## src/rtl/seg_pkg.sv

```systemverilog
// Shared types, display codes and font for the 4-digit 7-segment controller.
package seg_pkg;

   typedef enum logic [1:0] {
      IDLE    = 2'd0,
      CONVERT = 2'd1,
      COMMIT  = 2'd2
   } state_t;

   localparam int BIN_W = 14;
   localparam int BCD_W = 16;
   localparam int unsigned MAX_VALUE = 9999;

   localparam logic [3:0] BLANK = 4'hF;
   localparam logic [3:0] DASH  = 4'hE;

   function automatic logic [6:0] font(input logic [3:0] code);
      logic [6:0] s;
      case (code)
         4'd0:    s = 7'b1111110;
         4'd1:    s = 7'b0110000;
         4'd2:    s = 7'b1101101;
         4'd3:    s = 7'b1111001;
         4'd4:    s = 7'b0110011;
         4'd5:    s = 7'b1011011;
         4'd6:    s = 7'b1011111;
         4'd7:    s = 7'b1110000;
         4'd8:    s = 7'b1111111;
         4'd9:    s = 7'b1111011;
         DASH:    s = 7'b0000001;
         default: s = 7'b0000000;
      endcase
      return s;
   endfunction

endpackage

```

## src/rtl/bin2bcd_seq.sv

```systemverilog
// Sequential double-dabble converter, one shift per clock.
module bin2bcd_seq
   import seg_pkg::*;
(
   input  logic             clk,
   input  logic             rst,
   input  logic             start,
   input  logic [BIN_W-1:0] bin,
   output logic             done,
   output logic [BCD_W-1:0] bcd
);

   logic [BIN_W-1:0] sh_bin;
   logic [BCD_W-1:0] sh_bcd;
   logic [BCD_W-1:0] adj;
   logic [3:0]       cnt;

   always_comb begin
      adj = sh_bcd;
      for (int i = 0; i < 4; i++) begin
         if (sh_bcd[4*i +: 4] >= 4'd5) begin
            adj[4*i +: 4] = sh_bcd[4*i +: 4] + 4'd3;
         end
      end
   end

   always_ff @(posedge clk) begin
      if (rst) begin
         sh_bin <= '0;
         sh_bcd <= '0;
         cnt    <= '0;
      end else if (start) begin
         sh_bin <= bin;
         sh_bcd <= '0;
         cnt    <= 4'(BIN_W);
      end else if (cnt != 4'd0) begin
         {sh_bcd, sh_bin} <= {adj, sh_bin} << 1;
         cnt <= cnt - 4'd1;
      end
   end

   // High during the cycle whose closing edge performs the final shift.
   assign done = (cnt == 4'd1);
   assign bcd  = sh_bcd;

endmodule

```

## src/rtl/seg_display_ctrl.sv

```systemverilog
// Value loader, BCD conversion, blanking and digit scanner
// for a 4-digit multiplexed 7-segment display.
module seg_display_ctrl
   import seg_pkg::*;
#(
   parameter int CLK_HZ     = 50_000_000,
   parameter int REFRESH_HZ = 60
)(
   input  logic        clk,
   input  logic        rst,
   input  logic        in_valid,
   output logic        in_ready,
   input  logic [13:0] in_value,
   input  logic [3:0]  in_dp,
   input  logic        in_blank_lz,
   output logic        overflow,
   output logic [6:0]  seg,
   output logic        dp,
   output logic [3:0]  an
);

   localparam int SCAN_DIV = CLK_HZ / (REFRESH_HZ * 4);
   localparam int CNT_W = (SCAN_DIV > 1) ? $clog2(SCAN_DIV) : 1;

   state_t state;
   state_t state_nx;

   logic             start;
   logic             commit;
   logic             done;
   logic [BCD_W-1:0] bcd;

   logic       cap_blz;
   logic       cap_ovf;
   logic [3:0] cap_dp;

   logic [3:0][3:0] nd;
   logic [3:0][3:0] dig;
   logic [3:0]      dp_r;
   logic            ovf_r;

   logic [CNT_W-1:0] scan_cnt;
   logic [1:0]       slot;

   always_ff @(posedge clk) begin
      if (rst) begin
         state <= IDLE;
      end else begin
         state <= state_nx;
      end
   end

   always_comb begin
      state_nx = state;
      unique case (state)
         IDLE:    if (in_valid) state_nx = CONVERT;
         CONVERT: if (done) state_nx = COMMIT;
         COMMIT:  state_nx = IDLE;
         default: state_nx = IDLE;
      endcase
   end

   always_comb begin
      in_ready = 1'b0;
      commit   = 1'b0;
      unique case (state)
         IDLE:    in_ready = 1'b1;
         COMMIT:  commit   = 1'b1;
         default: ;
      endcase
   end

   assign start = in_valid && in_ready;

   always_ff @(posedge clk) begin
      if (rst) begin
         cap_dp  <= '0;
         cap_blz <= 1'b0;
         cap_ovf <= 1'b0;
      end else if (start) begin
         cap_dp  <= in_dp;
         cap_blz <= in_blank_lz;
         cap_ovf <= (in_value > 14'(MAX_VALUE));
      end
   end

   bin2bcd_seq u_conv (
      .clk   (clk),
      .rst   (rst),
      .start (start),
      .bin   (in_value),
      .done  (done),
      .bcd   (bcd)
   );

   // nd[0] is thousands; a zero digit blanks only if all higher ones are zero.
   always_comb begin
      nd[0] = bcd[15:12];
      nd[1] = bcd[11:8];
      nd[2] = bcd[7:4];
      nd[3] = bcd[3:0];
      if (cap_blz && bcd[15:12] == 4'd0) begin
         nd[0] = BLANK;
      end
      if (cap_blz && bcd[15:8] == 8'd0) begin
         nd[1] = BLANK;
      end
      if (cap_blz && bcd[15:4] == 12'd0) begin
         nd[2] = BLANK;
      end
      if (cap_ovf) begin
         nd = {4{DASH}};
      end
   end

   always_ff @(posedge clk) begin
      if (rst) begin
         dig   <= {4{BLANK}};
         dp_r  <= '0;
         ovf_r <= 1'b0;
      end else if (commit) begin
         dig   <= nd;
         dp_r  <= cap_ovf ? 4'd0 : cap_dp;
         ovf_r <= cap_ovf;
      end
   end

   assign overflow = ovf_r;

   always_ff @(posedge clk) begin
      if (rst) begin
         scan_cnt <= '0;
         slot     <= 2'd0;
         an       <= 4'b0001;
         seg      <= 7'b0000000;
         dp       <= 1'b0;
      end else begin
         if (scan_cnt == CNT_W'(SCAN_DIV - 1)) begin
            scan_cnt <= '0;
            slot     <= slot + 2'd1;
         end else begin
            scan_cnt <= scan_cnt + 1'b1;
         end
         an  <= 4'b0001 << slot;
         seg <= font(dig[slot]);
         dp  <= dp_r[2'd3 - slot];
      end
   end

endmodule

```

## config.mk

```make
export PLATFORM = sky130hd
export DESIGN_NAME = seg_display_ctrl
export DESIGN_NICKNAME = d
export VERILOG_FILES = /design/src/rtl/seg_pkg.sv /design/src/rtl/bin2bcd_seq.sv /design/src/rtl/seg_display_ctrl.sv
export SDC_FILE = /design/constraint.sdc
export NUM_CORES = 1
export LEC_CHECK = 0
export CAP_MARGIN = 10
export CELL_PAD_IN_SITES_DETAIL_PLACEMENT = 1
export CELL_PAD_IN_SITES_GLOBAL_PLACEMENT = 1
export CORE_MARGIN = 10
export CORE_UTILIZATION = 40
export CTS_BUF_LIST = sky130_fd_sc_hd__clkbuf_4 sky130_fd_sc_hd__clkbuf_8
export DETAILED_ROUTE_END_ITERATION = 12
export PLACE_DENSITY_LB_ADDON = 0.1
export SYNTH_ARGS = -nofsm -noshare
export SYNTH_HDL_FRONTEND = slang
export SYNTH_SLANG_ARGS = --single-unit
```

## constraint.sdc

```tcl
create_clock -name clk -period 2.9 [get_ports clk]
set_input_delay 0.87 -clock clk [delete_from_list [all_inputs] [get_ports clk]]
set_output_delay 0.87 -clock clk [all_outputs]
set_load 0.1 [all_outputs]
```

==> impl_metrics.tcl, run 1 <==
set metrics [dict create \
    grt_pass1_vias 3619 \
    final.fill_count 1270 \
    cts_made_buffers 9 \
    clock-sinks 95 \
    ioPinCount 36 \
    drtIter0Drc 148 \
    yosys-top-cells-area "dfxtp_1, nand2_1, ha_1" \
    reg2regPathDepth 5 \
    dp.cells 664 \
    nNetsFinal 577 \
    rsz0062_at_grt "no" \
    min_period_ps 2110 \
    cts_hold_buf 0 \
    drive_above_1_share_pct 12.2 \
    yosys.area.top_type "dfxtp_1" \
    vias 3554 \
    globalplace.congestion 0.764 \
    synth_nets 549 \
    start_util_pct 40.8 \
    worst_slack_ps 794 \
    grt_first_pass_wirelength_um 17600 \
    area_growth_pct 13.5 \
    final_max_slew_viol_count 0 \
    cts_buffer_depth 2 \
    synth-seq-area-share_pct 43.2 \
    final_antenna_net_count 0 \
    synth_area_sq_um 4400 \
    avgSynthCellArea_sq_um 8.68 \
    final_area_sq_um 4990 \
    syn_inst 507 \
    slew_headroom_pct 61.0 \
    die_area_sq_um 15600 \
    ys_types 49 \
    fin_crit_sh_pct 72.6 \
    p_total_mw 2.56 \
    power.leakage_nw 1.84 \
    yosys_warnings 0 \
    critPathKind "register to output port" \
    cp_top_family "flip-flops" \
    drt-total-wl_um 10300 \
    holdCritPathClass "register to register" \
    whs_ps 458 \
    track_usage_pct 13.3 \
    cts_setup_buffers 0 \
    clk_latency_ps 370 \
    synth_edf_count 0 \
    wl_per_cell_um 15.1 \
    pre_cts_ws_ps 546 \
    holdPathStages 2 \
    power.density_nw_per_um2 513 \
    setup_viol 0 \
    n_antenna_cell 0 \
    synth_top_area_share_pct 43.2 \
    route.detailed.drc 0 \
    dr.pass1.iters 4 \
    fin_cells 680 \
    antenna_found_initial 0 \
    die_h_um 125 \
    clock_skew_ps 11.6 \
    port_buffers 35 \
    die_x_um 125 \
    max_stage_delay_ps 350 \
    place_area_sq_um 4800 \
    cp_num_cells 2 \
    core_area_sq_um 10800 \
    worstPathMaxFanout 5 \
    cp_num_buf_inv 1 \
    vdd_ir_drop_max_mv 0.213 \
    required_ps 2030 \
    worst_slew_pin_slew_ps 585 \
    slowest_stage "dfxtp_1" \
    worst_setup_path_end_kind "output port" \
    fin_util_pct 46.3 \
    dpl.hpwl_um 7270 \
    grt_overflow_total 0 \
    cp.arrival_ps 1240 \
    crit_chain "nor2_1 -> buf_4" \
    synth_top_flop_cell "dfxtp_1" \
    cts-resized-gates 0 \
    rows 38 \
    status "finished, final reports clean" \
    cts_tree "built" \
    path_clk_slew_ps 90 \
    hold_viol 0 \
    ys_ff_latch 95 \
    max_cap_viol_count 0 \
    grt_max_degree 47 \
    htree_levels 3 \
    timing.fmax_mhz 475 \
    async_reset_ff_share_pct 0 \
    tns_ps 0 \
    startpoint_type "register" \
    viasPerCell 5.23 \
    cts_root_buf "clkbuf_8" \
]
routing by layer:
layer / GRT usage, % / part of all wire [%]
met1: 15.9 / 47
met2: 23.1 / 49
met3: 2.26 / 2.3
met4: 5.08 / 1.5
met5: 0 / 0
cell families after synthesis:
logic type / share of synthesized area [%]
buf+inv: 4.98
compound gates: 14.9
xor+xnor: 4.38
simple gates: 23.0
mux: 3.84
fa+ha+maj: 5.69
flops: 43.2
cell usage after synthesis, types with 2 or more instances:
| cell | number |
|---|---|
| mux2i_1 | 6 |
| a211oi_1 | 4 |
| o311ai_0 | 2 |
| o21ai_0 | 18 |
| o31ai_1 | 3 |
| a311oi_2 | 12 |
| inv_1 | 16 |
| xnor2_1 | 8 |
| or2_2 | 2 |
| nor3_1 | 14 |
| and2_1 | 4 |
| nor4b_1 | 2 |
| buf_2 | 10 |
| nor2b_1 | 2 |
| mux4_2 | 2 |
| nand3_1 | 17 |
| buf_4 | 3 |
| xor2_1 | 14 |
| a21oi_1 | 40 |
| o21ai_1 | 3 |
| clkbuf_1 | 11 |
| nor3_2 | 2 |
| nand2b_1 | 6 |
| o22ai_1 | 6 |
| nand2_1 | 91 |
| mux4_1 | 2 |
| a21oi_2 | 2 |
| nand3b_1 | 7 |
| nand4_1 | 4 |
| ha_1 | 20 |
| dfxtp_1 | 95 |
| nor2_1 | 57 |
| and3_1 | 3 |
| nor3b_1 | 3 |
| buf_6 | 2 |
tightest hold or removal path: cells and delay by family (launching register included):
kind,cells,cell delay [ps]
flip-flops,1,320
AND/OR/NAND/NOR,1,50
AO/OA/AOI/OAI,1,50
placed cells by master (no fill, tap or decap), drive strengths merged, types with 4 or more instances in the layout:
master / instances
a21oi: 42
clkbuf: 12
o22ai: 6
and2: 4
clkinv: 4
nand2: 91
ha: 20
xor2: 14
a211oi: 5
nand3b: 7
nor3: 16
inv: 16
nor2: 58
o21ai: 21
nand2b: 6
buf: 25
xnor2: 8
nand4: 4
dfxtp: 95
mux2i: 6
mux4: 4
clkdlybuf4s50: 20
nand3: 17
a311oi: 13
path summary, 6_finish.rpt:
check,from,to,slack (ps)
setup / recovery,state[0]$_SDFFE_PP0P_,in_ready,790
hold / removal,dp_r[1]$_SDFFE_PP0N_,dp_r[1]$_SDFFE_PP0N_,460
setup reg to reg,slot[0]$_SDFFE_PP0N_,seg[0]$_SDFF_PP0_,910
hold reg to reg,dp_r[1]$_SDFFE_PP0N_,dp_r[1]$_SDFFE_PP0N_,460
cell type report:
type,count,area (sq um),share of cell area [%]
Sequential cell,95,1900,38.1
Clock buffer,12,159,3.18
Timing Repair Buffer,45,385,7.72
Clock inverter,4,30.0,0.601
Multi-Input combinational cell,367,2280,45.6
Inverter,17,63.8,1.28
Tap cell,140,175,3.51
registers in the layout, summed over array words and instances (netlist names), 4 cells and up:
name           cells
dp_r               4
u_conv.cnt         4
u_conv.sh_bin     14
seg                7
an                 4
scan_cnt          18
dig               16
cap_dp             4
u_conv.bcd        16
where the power goes:
part	leakage, nW	internal (mW)	switching [mW]
combinational	0.972	0.121	0.200
sequential	0.772	1.35	0.0452
clock	0.0960	0.370	0.473
total	1.84	1.84	0.718
Note: power is estimated with default switching activity, not from simulation.
==> run 2: changes to the inputs <==
==> constraint.sdc (replaced) <==
create_clock -name clk -period 2 [get_ports clk]
set_input_delay 0.6 -clock clk [delete_from_list [all_inputs] [get_ports clk]]
set_output_delay 0.6 -clock clk [all_outputs]
set_load 0.1 [all_outputs]
==> impl_metrics.tcl, run 2 (synthesized netlist as in run 1, its figures left out) <==
set metrics [dict create \
    cts_buffer_depth 2 \
    wl_per_cell_um 15.5 \
    final.fill_count 1259 \
    drt-total-wl_um 10600 \
    rows 38 \
    cp.arrival_ps 2210 \
    antenna_found_initial 0 \
    top_register "scan_cnt" \
    min_period_ps 1920 \
    grt_overflow_total 0 \
    crit_chain "buf_12 -> mux4_2 -> buf_4 -> ha_1 -> nand2_1 -> o21ai_1 -> a211oi_2" \
    setup_viol 0 \
    port_buffers 35 \
    die_x_um 125 \
    reg2reg_slack_ps 80 \
    fin_cells 682 \
    startpoint_type "register" \
    dpl.hpwl_um 7680 \
    vias 3553 \
    timing.fmax_mhz 521 \
    clock-sinks 95 \
    dp.cells 665 \
    drive_above_1_share_pct 12.9 \
    multiInputGateArea_sq_um 2280 \
    ioPinCount 36 \
    slowest_stage "mux4_2" \
    hold_viol 0 \
    cts_root_buf "clkbuf_8" \
    cp_top_family "multiplexers" \
    start_util_pct 40.8 \
    dr.pass1.iters 4 \
    globalplace.congestion 0.781 \
    cts_tree "built" \
    required_ps 2300 \
    largest_register_ffs 18 \
    grt_first_pass_wirelength_um 18000 \
    worst_slew_pin_slew_ps 562 \
    area_growth_pct 20.3 \
    grt_pass1_vias 3718 \
    clk_latency_ps 380 \
    clock_skew_ps 10.1 \
    critPathKind "register to register" \
    n_antenna_cell 0 \
    route.detailed.drc 0 \
    tns_ps 0 \
    fin_util_pct 49.0 \
    cts_made_buffers 9 \
    pre_cts_ws_ps 43.6 \
    final_common_cell "dfxtp_1" \
    max_cap_viol_count 0 \
    drtIter0Drc 136 \
    regArea_sq_um 1900 \
    worst_setup_path_end_kind "register" \
    cts_hold_buf 0 \
    layout_common_cells "dfxtp_1, nand2_1, nor2_1" \
    power.leakage_nw 1.94 \
    htree_levels 3 \
    die_area_sq_um 15600 \
    slew_headroom_pct 62.5 \
    whs_ps 463 \
    nNetsFinal 579 \
    core_area_sq_um 10800 \
    grt_max_degree 47 \
    power.density_nw_per_um2 761 \
    fin_crit_sh_pct 96.0 \
    die_h_um 125 \
    vdd_ir_drop_max_mv 0.336 \
    track_usage_pct 13.6 \
    viasPerCell 5.21 \
    max_stage_delay_ps 520 \
    worstPathMaxFanout 7 \
    status "finished, final reports clean" \
    final_antenna_net_count 0 \
    final_max_slew_viol_count 0 \
    cp_num_buf_inv 2 \
    path_clk_slew_ps 90 \
    holdCritPathClass "register to register" \
    worst_slack_ps 80.7 \
]
[run 2: cell count changes in the layout (fill, tap and decap cells not counted), sizes merged]
cell,previous run,this run
buf,25,27
bufinv,0,2
clkinv,4,2
[run 2: where the power goes]
part	switching (mW)	internal (mW)	total (mW)
sequential	0.0668	1.96	2.03
clock	0.691	0.809	1.50
combinational	0.294	0.205	0.499
[run 2: final timing paths]
| check | endpoint | startpoint | cells past startpoint |
|---|---|---|---|
| max | seg[0]$_SDFF_PP0_ | slot[0]$_SDFFE_PP0N_ | 7 |
| min | dp_r[2]$_SDFFE_PP0N_ | dp_r[2]$_SDFFE_PP0N_ | 2 |
| max reg2reg | seg[0]$_SDFF_PP0_ | slot[0]$_SDFFE_PP0N_ | 7 |
| min reg2reg | dp_r[2]$_SDFFE_PP0N_ | dp_r[2]$_SDFFE_PP0N_ | 2 |
[run 2: per-stage QoR]
stage	power, mW	instance area, sq um
2_1_floorplan	2.39	4410
3_3_place_gp	2.56	5040
3_5_place_dp	2.57	5040
4_1_cts	4.09	5290
5_1_grt	4.22	5290
6_report	4.02	5290
[run 2: routing by layer]
layer / track usage [%] / wire [um] / vias to the layer above
met3: 2.98 / 255 / 12
met2: 23.1 / 5310 / 36
met5: 0 / 0 / -
met4: 5.56 / 174 / 0
li1: - / - / 1793
met1: 16.1 / 4850 / 1712
[run 2: what timing repair did]
action / CTS / global route
resized for setup: 0 / 1
endpoints found under the setup margin: 0 / 3
buffers inserted: 0 / 1
endpoints found under the hold margin: 0 / 0
[run 2: cell type report]
| type | count | share of cell area (%) |
|---|---|---|
| inverter | 17 | 1.21 |
| multi-input combinational | 367 | 43.1 |
| clock inverter | 4 | 1.44 |
| clock buffer | 12 | 3.12 |
| timing repair buffer | 47 | 11.8 |
| sequential | 95 | 36.0 |
| tap | 140 | 3.31 |
[run 2: worst reg2reg max path, stage by stage, from the launching register on]
cell and delay (ps):
dfxtp_1 430, buf_12 160, mux4_2 520, buf_4 180, ha_1 210, nand2_1 60
o21ai_1 80, a211oi_2 210
==> run 3: changes to the inputs <==
--- a/config.mk
+++ b/config.mk
@@ -10,7 +10,7 @@
 export CELL_PAD_IN_SITES_GLOBAL_PLACEMENT = 1
 export CORE_MARGIN = 10
 export CORE_UTILIZATION = 40
-export CTS_BUF_LIST = sky130_fd_sc_hd__clkbuf_4 sky130_fd_sc_hd__clkbuf_8
+export CTS_BUF_LIST = sky130_fd_sc_hd__clkbuf_8 sky130_fd_sc_hd__clkbuf_16
 export DETAILED_ROUTE_END_ITERATION = 12
 export PLACE_DENSITY_LB_ADDON = 0.1
 export SYNTH_ARGS = -nofsm -noshare
==> results of run 3 <==
Same layout as run 2: the final DEF is identical, and so are final timing and power.
